===== config.mk =====
export PLATFORM = sky130hd
export DESIGN_NAME = imem_loader
export DESIGN_NICKNAME = d
export VERILOG_FILES = /design/src/rtl/tb4004_pkg.sv /design/src/rtl/prog_ram.sv /design/src/rtl/imem_loader.sv
export SDC_FILE = /design/constraint.sdc
export NUM_CORES = 1
export LEC_CHECK = 0
export ABC_CLOCK_PERIOD_IN_PS = 5200
export CAP_MARGIN = 25
export CORE_MARGIN = 4
export CORE_UTILIZATION = 30
export DETAILED_ROUTE_END_ITERATION = 12
export HOLD_SLACK_MARGIN = 0.12
export RECOVER_POWER = 100
export SLEW_MARGIN = 20
export SYNTH_ARGS = -nofsm -noshare
export SYNTH_HDL_FRONTEND = slang
export SYNTH_SLANG_ARGS = --single-unit

===== constraint.sdc =====
create_clock -name clk -period 5.2 [get_ports clk]
set_input_delay 0.52 -clock clk [delete_from_list [all_inputs] [get_ports clk]]
set_output_delay 0.52 -clock clk [all_outputs]
set_load 0.05 [all_outputs]

===== src/rtl/tb4004_pkg.sv =====
// Shared definitions for the LEG4 instruction memory and its loader.
// Contents:
//   DATA_W_DEF / ADR_W_DEF : default word and address widths
//   state_t                : loader FSM encoding (IDLE, LOAD, RUN)
//   NOP                    : instruction presented while the CPU is held
package tb4004_pkg;

  localparam int DATA_W_DEF = 8;
  localparam int ADR_W_DEF  = 4;

  typedef enum logic [1:0] {
    ST_IDLE = 2'd0,
    ST_LOAD = 2'd1,
    ST_RUN  = 2'd2
  } state_t;

  localparam logic [7:0] NOP = 8'h00;

endpackage


===== src/rtl/prog_ram.sv =====
// Program store: DEPTH x DATA_W words, one synchronous write port and one
// registered read port. Storage has no reset so it maps onto block RAM.
// Ports:
//   clk     : clock, rising edge
//   i_we    : write enable
//   i_wadr  : write address
//   i_wdata : write data
//   i_radr  : read address, sampled every cycle
//   o_rdata : read data, one cycle after i_radr
module prog_ram
  import tb4004_pkg::*;
#(
  parameter int DATA_W = DATA_W_DEF,
  parameter int ADR_W  = ADR_W_DEF
) (
  input  logic              clk,
  input  logic              i_we,
  input  logic [ADR_W-1:0]  i_wadr,
  input  logic [DATA_W-1:0] i_wdata,
  input  logic [ADR_W-1:0]  i_radr,
  output logic [DATA_W-1:0] o_rdata
);

  localparam int DEPTH = 2 ** ADR_W;

  logic [DATA_W-1:0] r_mem [0:DEPTH-1];
  logic [DATA_W-1:0] r_rdata;

  always_ff @(posedge clk) begin
    if (i_we) begin
      r_mem[i_wadr] <= i_wdata;
    end
    r_rdata <= r_mem[i_radr];
  end

  assign o_rdata = r_rdata;

endmodule


===== src/rtl/imem_loader.sv =====
// Instruction memory with a sequential byte loader for the LEG4 core.
// IDLE holds the CPU, LOAD fills words 0..DEPTH-1 from a valid/ready stream,
// RUN serves mem[adr] with one cycle of latency.
// Ports:
//   clk        : clock, rising edge
//   reset      : synchronous, active-low
//   load_start : (re)start a full load from word 0
//   run_start  : go to RUN without loading (IDLE only)
//   wr_valid   : loader byte valid
//   wr_data    : loader byte
//   wr_ready   : loader may transfer this cycle
//   load_done  : one-cycle pulse on entry to RUN after the last word
//   cpu_hold   : keep CPU and program counter in reset
//   adr        : fetch address from the program counter
//   instr      : fetched instruction, NOP unless in RUN
module imem_loader
  import tb4004_pkg::*;
#(
  parameter int DATA_W = DATA_W_DEF,
  parameter int ADR_W  = ADR_W_DEF
) (
  input  logic              clk,
  input  logic              reset,
  input  logic              load_start,
  input  logic              run_start,
  input  logic              wr_valid,
  input  logic [DATA_W-1:0] wr_data,
  output logic              wr_ready,
  output logic              load_done,
  output logic              cpu_hold,
  input  logic [ADR_W-1:0]  adr,
  output logic [DATA_W-1:0] instr
);

  state_t             r_state;
  logic [ADR_W-1:0]   r_wr_ptr;
  logic               r_wr_ready;
  logic               r_load_done;
  logic               r_cpu_hold;
  // Set when the RAM read register holds a fetch made in RUN; otherwise
  // the instruction output is forced to NOP.
  logic               r_instr_live;

  state_t             w_state_next;
  logic [ADR_W-1:0]   w_wr_ptr_next;
  logic               w_wr_ready_next;
  logic               w_load_done_next;
  logic               w_cpu_hold_next;
  logic               w_instr_live_next;
  logic               w_we;
  logic               w_xfer;
  logic               w_last;
  logic [DATA_W-1:0]  w_rdata;

  // r_wr_ready is only ever high in LOAD, so it qualifies the handshake.
  assign w_xfer = wr_valid & r_wr_ready;
  assign w_last = (r_wr_ptr == {ADR_W{1'b1}});

  always_comb begin
    w_state_next      = r_state;
    w_wr_ptr_next     = r_wr_ptr;
    w_wr_ready_next   = 1'b0;
    w_load_done_next  = 1'b0;
    w_cpu_hold_next   = 1'b1;
    w_instr_live_next = 1'b0;
    w_we              = 1'b0;
    case (r_state)
      ST_IDLE: begin
        if (load_start) begin
          w_state_next    = ST_LOAD;
          w_wr_ptr_next   = '0;
          w_wr_ready_next = 1'b1;
        end else if (run_start) begin
          w_state_next    = ST_RUN;
          w_cpu_hold_next = 1'b0;
        end
      end
      ST_LOAD: begin
        w_wr_ready_next = 1'b1;
        if (load_start) begin
          // Restart wins over a concurrent byte, which is dropped.
          w_wr_ptr_next = '0;
        end else if (w_xfer) begin
          w_we          = 1'b1;
          w_wr_ptr_next = r_wr_ptr + 1'b1;
          if (w_last) begin
            w_state_next     = ST_RUN;
            w_wr_ready_next  = 1'b0;
            w_cpu_hold_next  = 1'b0;
            w_load_done_next = 1'b1;
          end
        end
      end
      ST_RUN: begin
        if (load_start) begin
          w_state_next    = ST_LOAD;
          w_wr_ptr_next   = '0;
          w_wr_ready_next = 1'b1;
        end else begin
          w_cpu_hold_next   = 1'b0;
          w_instr_live_next = 1'b1;
        end
      end
      default: begin
        w_state_next = ST_IDLE;
      end
    endcase
  end

  always_ff @(posedge clk) begin
    if (!reset) begin
      r_state      <= ST_IDLE;
      r_wr_ptr     <= '0;
      r_wr_ready   <= 1'b0;
      r_load_done  <= 1'b0;
      r_cpu_hold   <= 1'b1;
      r_instr_live <= 1'b0;
    end else begin
      r_state      <= w_state_next;
      r_wr_ptr     <= w_wr_ptr_next;
      r_wr_ready   <= w_wr_ready_next;
      r_load_done  <= w_load_done_next;
      r_cpu_hold   <= w_cpu_hold_next;
      r_instr_live <= w_instr_live_next;
    end
  end

  // A reset edge aborts the load without committing the byte on the bus.
  prog_ram #(
    .DATA_W (DATA_W),
    .ADR_W  (ADR_W)
  ) u_prog_ram (
    .clk     (clk),
    .i_we    (w_we & reset),
    .i_wadr  (r_wr_ptr),
    .i_wdata (wr_data),
    .i_radr  (adr),
    .o_rdata (w_rdata)
  );

  assign wr_ready  = r_wr_ready;
  assign load_done = r_load_done;
  assign cpu_hold  = r_cpu_hold;
  assign instr     = r_instr_live ? w_rdata : DATA_W'(NOP);

endmodule


Word level (Yosys, flattened, before mapping)
Memory sizes are Yosys's and may differ from the RTL's. A register that Yosys moved wholly into a read port is not among the register bits.
Index checks and enable logic that the tools add are counted.
{ "classes": {"add_sub_neg": 1, "n_eq_ne": 10, "n_mux": 27, "bitwise_logic": 5, "n_reduce_logical": 7} }
{ "ops": {"columns": ["op", "count"], "rows": [
  ["1-bit two-way mux", 13],
  ["2-bit two-way mux", 6],
  ["4-bit two-way mux", 3],
  ["8-bit two-way mux", 1],
  ["2-bit != test (second input constant)", 4],
  ["4-bit case mux with 2 select lines", 1],
  ["3-bit != test (second input constant)", 2],
  ["2-bit case mux with 3 select lines", 1],
  ["5-bit AND reduction", 1],
  ["4-bit by 1-bit adder with 4-bit output (second input constant)", 1],
  ["4-bit equality test (second input constant)", 1],
  ["4-bit OR reduction", 1],
  ["1-bit NOT", 3],
  ["1-bit case mux with 3 select lines", 1],
  ["3-bit AND reduction", 1],
  ["1-bit bitwise AND", 2],
  ["2-bit by 1-bit equality test with 1-bit output (second input constant)", 1],
  ["2-bit equality test (second input constant)", 1],
  ["2-bit zero test", 1],
  ["2-bit by 1-bit != test with 1-bit output (second input constant)", 1],
  ["1-bit case mux with 2 select lines", 1],
  ["2-bit AND reduction", 1],
  ["2-bit nonzero test", 1],
  ["2-bit OR reduction", 1]
]} }
{ "totals": {"reg_bits": 10, "ramBits": 128, "inputBits": 17, "out_inout_bits": 11, "word_cells": 57, "mem_count": 1} }
{ "memory_table": {"columns": ["name", "depth", "width", "rd", "rd_ports_with_merged_regs", "wr", "line", "text"], "rows": [
  ["u_prog_ram.r_mem", 16, 8, 1, 1, 1, "prog_ram.sv:26", "logic [DATA_W-1:0] r_mem [0:DEPTH-1];"]
]} }

Longest topological paths before layout
{ "depth": {"word_depth": 7, "depth_mapped": 5, "depth_no_buf": 4} }

Modules after synthesis
From an unflattened synthesis, not the netlist that was laid out.
{ "unflattened": {"hier_cells": 287, "area_unflattened_um2": 5647.9} }
{ "by_module_without_submodules": {"columns": ["mod", "instances", "cells_each", "area_each_um2", "seq_area_each_um2"], "rows": [
  ["prog_ram", 1, 229, 5147.4, 4003.8],
  ["imem_loader", 1, 58, 500.5, 200.2]
]} }

Worst setup path before layout
OpenSTA, ideal clock, no wires.
{ "synth_path": {"path_kind": "register to register", "startpoint": "register r_wr_ready (netlist: wr_ready)", "endpoint": "memory u_prog_ram.r_mem[0][0] (netlist name), enable pin", "setup_ns": 0.332, "arrival_time_ns": 1.734, "t_required_ns": 4.868, "path_slack_ns": 3.134, "stages_incl_launch_ff": 5, "n_path_buf": 1, "period_less_slack_ns": 2.066, "path_cell_list": "dfxtp_1 > nand3b_1 > nor3_2 > clkbuf_1 > and3_1"} }
{ "synth_between": {"elab_chain_cells": 7} }
{ "synth_rtl": {"columns": ["element", "line", "text"], "rows": [
  ["start, declared", "imem_loader.sv:37", "logic r_wr_ready;"],
  ["start signal, assigned", "imem_loader.sv:121", "r_wr_ready <= w_wr_ready_next;"],
  ["1-bit bitwise AND", "imem_loader.sv:56", "assign w_xfer = wr_valid & r_wr_ready;"],
  ["1-bit two-way mux", "imem_loader.sv:83", "end else if (w_xfer) begin"],
  ["1-bit two-way mux", "imem_loader.sv:80", "if (load_start) begin"],
  ["1-bit two-way mux", "imem_loader.sv:67", "case (r_state)"],
  ["1-bit bitwise AND", "imem_loader.sv:134", ".i_we (w_we & reset),"],
  ["1-bit two-way mux", "prog_ram.sv:30", "if (i_we) begin"],
  ["1-bit two-way mux (not written as such)", "prog_ram.sv:31", "r_mem[i_wadr] <= i_wdata;"],
  ["end, declared", "prog_ram.sv:26", null]
]} }
No other way between the ends.

==> run_summary.xml <==
<?xml version="1.0" encoding="UTF-8"?>
<metrics>
  <group name="final_layout">
    <metric name="layout_commonest_cell" unit="">sky130_fd_sc_hd__edfxtp_1</metric>
    <metric name="multiInputGateArea" unit="sq mm">0.001384</metric>
    <metric name="finalNetCount" unit="">345</metric>
    <metric name="layout-drive-gt1-share" unit="">0.1484</metric>
    <metric name="areaGrowthSynthToFinish" unit="%">19.80</metric>
    <metric name="n_fill_cell" unit="">1690</metric>
    <metric name="seqCellArea" unit="sq mm">0.004204</metric>
    <metric name="antenna_cell_count" unit="">0</metric>
    <metric name="final_cell_mix" unit="">sky130_fd_sc_hd__edfxtp_1 (128), sky130_fd_sc_hd__dlygate4sd3_1 (21), sky130_fd_sc_hd__mux4_2 (18), sky130_fd_sc_hd__dfxtp_1 (18), sky130_fd_sc_hd__clkbuf_16 (17)</metric>
  </group>
  <group name="setup_path">
    <metric name="cpPeakStageDelay" unit="ps">1300</metric>
    <metric name="worstPathCellList" unit="">dlygate4sd3_1, clkbuf_1, mux4_1, a22oi_1, nand2_1</metric>
    <metric name="setup.worst_path.end_class" unit="">flip-flop</metric>
    <metric name="timing.critical_path.from_type" unit="">primary input</metric>
    <metric name="setup.reg_to_reg.worst_slack" unit="ps">3020</metric>
    <metric name="path_buf_inv" unit="">2</metric>
    <metric name="cp_max_fanout" unit="">32</metric>
    <metric name="max_stage_delay_cell_worst_path" unit="">sky130_fd_sc_hd__clkbuf_1</metric>
    <metric name="required_worst_endpoint" unit="ps">5500</metric>
    <metric name="arrival" unit="ps">3200</metric>
    <metric name="cp_top_family" unit="">buffers and inverters</metric>
    <metric name="worst-setup-path-type" unit="">primary input to flip-flop</metric>
  </group>
  <group name="logic_synthesis">
    <metric name="synth_cell_type_count" unit="">32</metric>
    <metric name="ys_seq_area_frac" unit="">0.7375</metric>
    <metric name="synth-adder-area-share" unit="">0.008780</metric>
    <metric name="postSynthNetCount" unit="">309</metric>
    <metric name="synth.yosys.warnings" unit="">0</metric>
    <metric name="synth-seq-cells" unit="">146</metric>
    <metric name="synthesized_area_fraction_occupied_by_ao_oa_aoi_and_oai_cells" unit="">0.03468</metric>
    <metric name="synth_area" unit="sq mm">0.005700</metric>
    <metric name="syn_area_per_cell" unit="sq um">19.79</metric>
    <metric name="synth_top_family_by_area" unit="">multiplexers</metric>
    <metric name="synthesis.instances" unit="">288</metric>
    <metric name="synthSimpleGateAreaFrac" unit="">0.06453</metric>
    <metric name="synthXorXnorAreaFrac" unit="">0</metric>
    <metric name="synth.mux.area_fraction" unit="">0.1356</metric>
  </group>
  <group name="power">
    <metric name="power.sequential.fraction" unit="">0.476</metric>
    <metric name="clock_network_fraction_of_total_power" unit="">0.485</metric>
    <metric name="comb_power_share" unit="">0.039</metric>
    <metric name="finalPower" unit="mW">2.707</metric>
    <metric name="vdd.ir_drop.worst" unit="uV">233.4</metric>
    <metric name="power.share.switching" unit="">0.1882</metric>
    <metric name="power.density" unit="mW/mm^2">396.3</metric>
    <metric name="net-switching-power" unit="mW">0.5093</metric>
    <metric name="cell_internal_pwr" unit="mW">2.197</metric>
    <metric name="power.leakage" unit="nW">2.313</metric>
  </group>
  <group name="clock_tree">
    <metric name="post-cts-setup-buffers" unit="">0</metric>
    <metric name="numCtsBuffers" unit="">17</metric>
    <metric name="worst_setup_hold_path_clk_slew" unit="ps">60</metric>
    <metric name="ctsLongestPathBuffers" unit="">2</metric>
    <metric name="clock_insertion_delay_worst_skew" unit="ps">420</metric>
    <metric name="cts_resizes" unit="">0</metric>
    <metric name="cts_root_buffer" unit="">sky130_fd_sc_hd__clkbuf_16</metric>
    <metric name="htreeDepth" unit="">4</metric>
    <metric name="total_of_hold_buffers_inserted_after_clock_tree_synthesis" unit="">0</metric>
    <metric name="cts_sinks" unit="">146</metric>
    <metric name="tritoncts" unit="">built</metric>
  </group>
  <group name="global_routing">
    <metric name="grt_max_degree" unit="">33</metric>
    <metric name="vias_in_the_first_global_route" unit="">2960</metric>
    <metric name="grt_antenna_before_repair" unit="">1</metric>
    <metric name="grt_pass1_wl" unit="mm">18.73</metric>
    <metric name="globalRouteTotalUtil" unit="">0.1241</metric>
    <metric name="globalRoute.totalOverflow" unit="">0</metric>
  </group>
  <group name="detailed_routing">
    <metric name="postRouteAntennaNets" unit="">0</metric>
    <metric name="detailroute.via_count" unit="">2850</metric>
    <metric name="detail_route_met2_wl" unit="mm">6.292</metric>
    <metric name="m1WireLength" unit="mm">5.292</metric>
    <metric name="drc" unit="">0</metric>
    <metric name="wl" unit="mm">12.59</metric>
    <metric name="routed-wl-met3" unit="um">816</metric>
    <metric name="starting_drt_drc_count" unit="">221</metric>
    <metric name="drt_first_pass_iters" unit="">5</metric>
    <metric name="top_layer_used" unit="">met4</metric>
    <metric name="route.detailed.vias_per_inst" unit="">4.991</metric>
    <metric name="route.detailed.wl_per_inst" unit="um">22.06</metric>
  </group>
  <group name="min_path">
    <metric name="min_path_type" unit="">flip-flop to flip-flop</metric>
  </group>
  <group name="status">
    <metric name="outcome" unit="">finished, violations left</metric>
    <metric name="violations" unit="">capacitance limit, slew limit</metric>
  </group>
  <group name="timing">
    <metric name="slew_viol_final" unit="">33</metric>
    <metric name="fin_worst_hold_slack" unit="ps">489.7</metric>
    <metric name="setup_violations" unit="">0</metric>
    <metric name="slew_headroom" unit="">-0.1986</metric>
    <metric name="finClkSkew" unit="ps">9.310</metric>
    <metric name="setup-tns-final" unit="ps">0</metric>
    <metric name="max_clock_freq" unit="MHz">344.9</metric>
    <metric name="rsz0062_at_grt" unit="">no</metric>
    <metric name="finalWorstPathRequiredPeriod" unit="ps">2899</metric>
    <metric name="max_slew.worst_pin.slew" unit="ps">1798</metric>
    <metric name="timing_hold_violations_final" unit="">0</metric>
    <metric name="timing.final.crit_share" unit="">0.5575</metric>
  </group>
  <group name="die">
    <metric name="initial_utilization" unit="">0.3047</metric>
    <metric name="rows" unit="">50</metric>
    <metric name="die_height" unit="um">145.8</metric>
    <metric name="num_io_pins" unit="">28</metric>
    <metric name="dieArea" unit="sq mm">0.02127</metric>
    <metric name="die_x" unit="um">145.8</metric>
    <metric name="core" unit="sq mm">0.01871</metric>
  </group>
  <group name="placed_design">
    <metric name="hpwl" unit="mm">8.268</metric>
    <metric name="gp_routability_congestion" unit="">0.7784</metric>
    <metric name="io_buffer_count" unit="">27</metric>
  </group>
  <group name="job">
    <metric name="cap_violations" unit="">1</metric>
  </group>
</metrics>
-- cell usage after synthesis (all sizes together) --
cell type / number / area share
edfxtp: 128 / 0.67
mux4: 32 / 0.14
dfxtp: 18 / 0.063
a22oi: 16 / 0.021
and3: 13 / 0.014
and2: 11 / 0.012
nand2: 10 / 0.0066
buf: 7 / 0.0097
and4: 5 / 0.0077
nor2: 5 / 0.0033
a31oi: 4 / 0.0044
ha: 4 / 0.0088
nor2b: 4 / 0.0044
o21ai: 4 / 0.0035
a21oi: 3 / 0.0026
clkbuf: 3 / 0.0020
clkdlybuf4s25: 3 / 0.0053
inv: 3 / 0.0020
nand3: 3 / 0.0026
and3b: 2 / 0.0031
nand2b: 2 / 0.0022
nand3b: 2 / 0.0026
and2b: 1 / 0.0013
nand4b: 1 / 0.0015
nor3: 1 / 0.0018
o2bb2ai: 1 / 0.0015
o32ai: 1 / 0.0015
or2: 1 / 0.0011
-- power by group through the flow --
stage               sequential, mW  clock [mW]  combinational, mW
finish                        1.29        1.31              0.106
global placement              1.31           0              0.106
global route                  1.29        1.40              0.115
detailed placement            1.31           0              0.107
floorplan                     1.31           0             0.0568
CTS                           1.29        1.33              0.107
-- cell families (layout without fill, tap and decap cells) --
| kind of cell | after synthesis | count (layout) |
|---|---|---|
| buf+inv | 16 | 65 |
| mux | 32 | 32 |
| fa+ha+maj | 4 | 4 |
| flops | 146 | 146 |
| compound gates | 29 | 29 |
| simple gates | 61 | 61 |
-- final timing paths --
kind	to	cells past startpoint	from
setup / recovery	u_prog_ram.o_rdata[1]	5	adr[1]
setup reg to reg	u_prog_ram.r_mem[1][4]	4	wr_ready
hold / removal	r_instr_live	2	r_state[1]
hold reg to reg	r_instr_live	2	r_state[1]
-- tightest hold or removal path, delay by kind of cell (launching register included) --
kind / cells / cell delay (ps)
simple gates: 2 / 100
flops: 1 / 340
-- sequential cells by signal (all words and copies together), names as in the netlist --
register and count:
u_prog_ram.r_mem 128, u_prog_ram.o_rdata 8, r_wr_ptr 4, r_state 2, cpu_hold 1, load_done 1, r_instr_live 1, wr_ready 1
-- through the flow --
stage          setup slack (ps)  cells  instance area (sq um)    util
6_report                   2301    571                   6829  0.3651
5_1_grt                    2147    571                   6829  0.3651
4_1_cts                    2668    570                   6822  0.3647
3_5_place_dp               2723    538                   6177  0.3302
3_3_place_gp               2765    538                   6177  0.3302
2_1_floorplan              3134    288                   5700       -
-- layout make-up --
| type | instances | share of cell area |
|---|---|---|
| timing repair buffer | 30 | 0.04287 |
| multi-input combinational | 126 | 0.2026 |
| inverter | 3 | 0.001649 |
| clock inverter | 11 | 0.02693 |
| sequential | 146 | 0.6156 |
| clock buffer | 21 | 0.06742 |
| tap | 234 | 0.04287 |
-- layer usage --
metal | up-vias | GRT usage
li1 | 1268 | -
met1 | 1474 | 0.1579
met2 | 95 | 0.1989
met3 | 13 | 0.04111
met4 | 0 | 0.04463
met5 | - | 0
No activity file was read; power rests on OpenSTA's default activity.
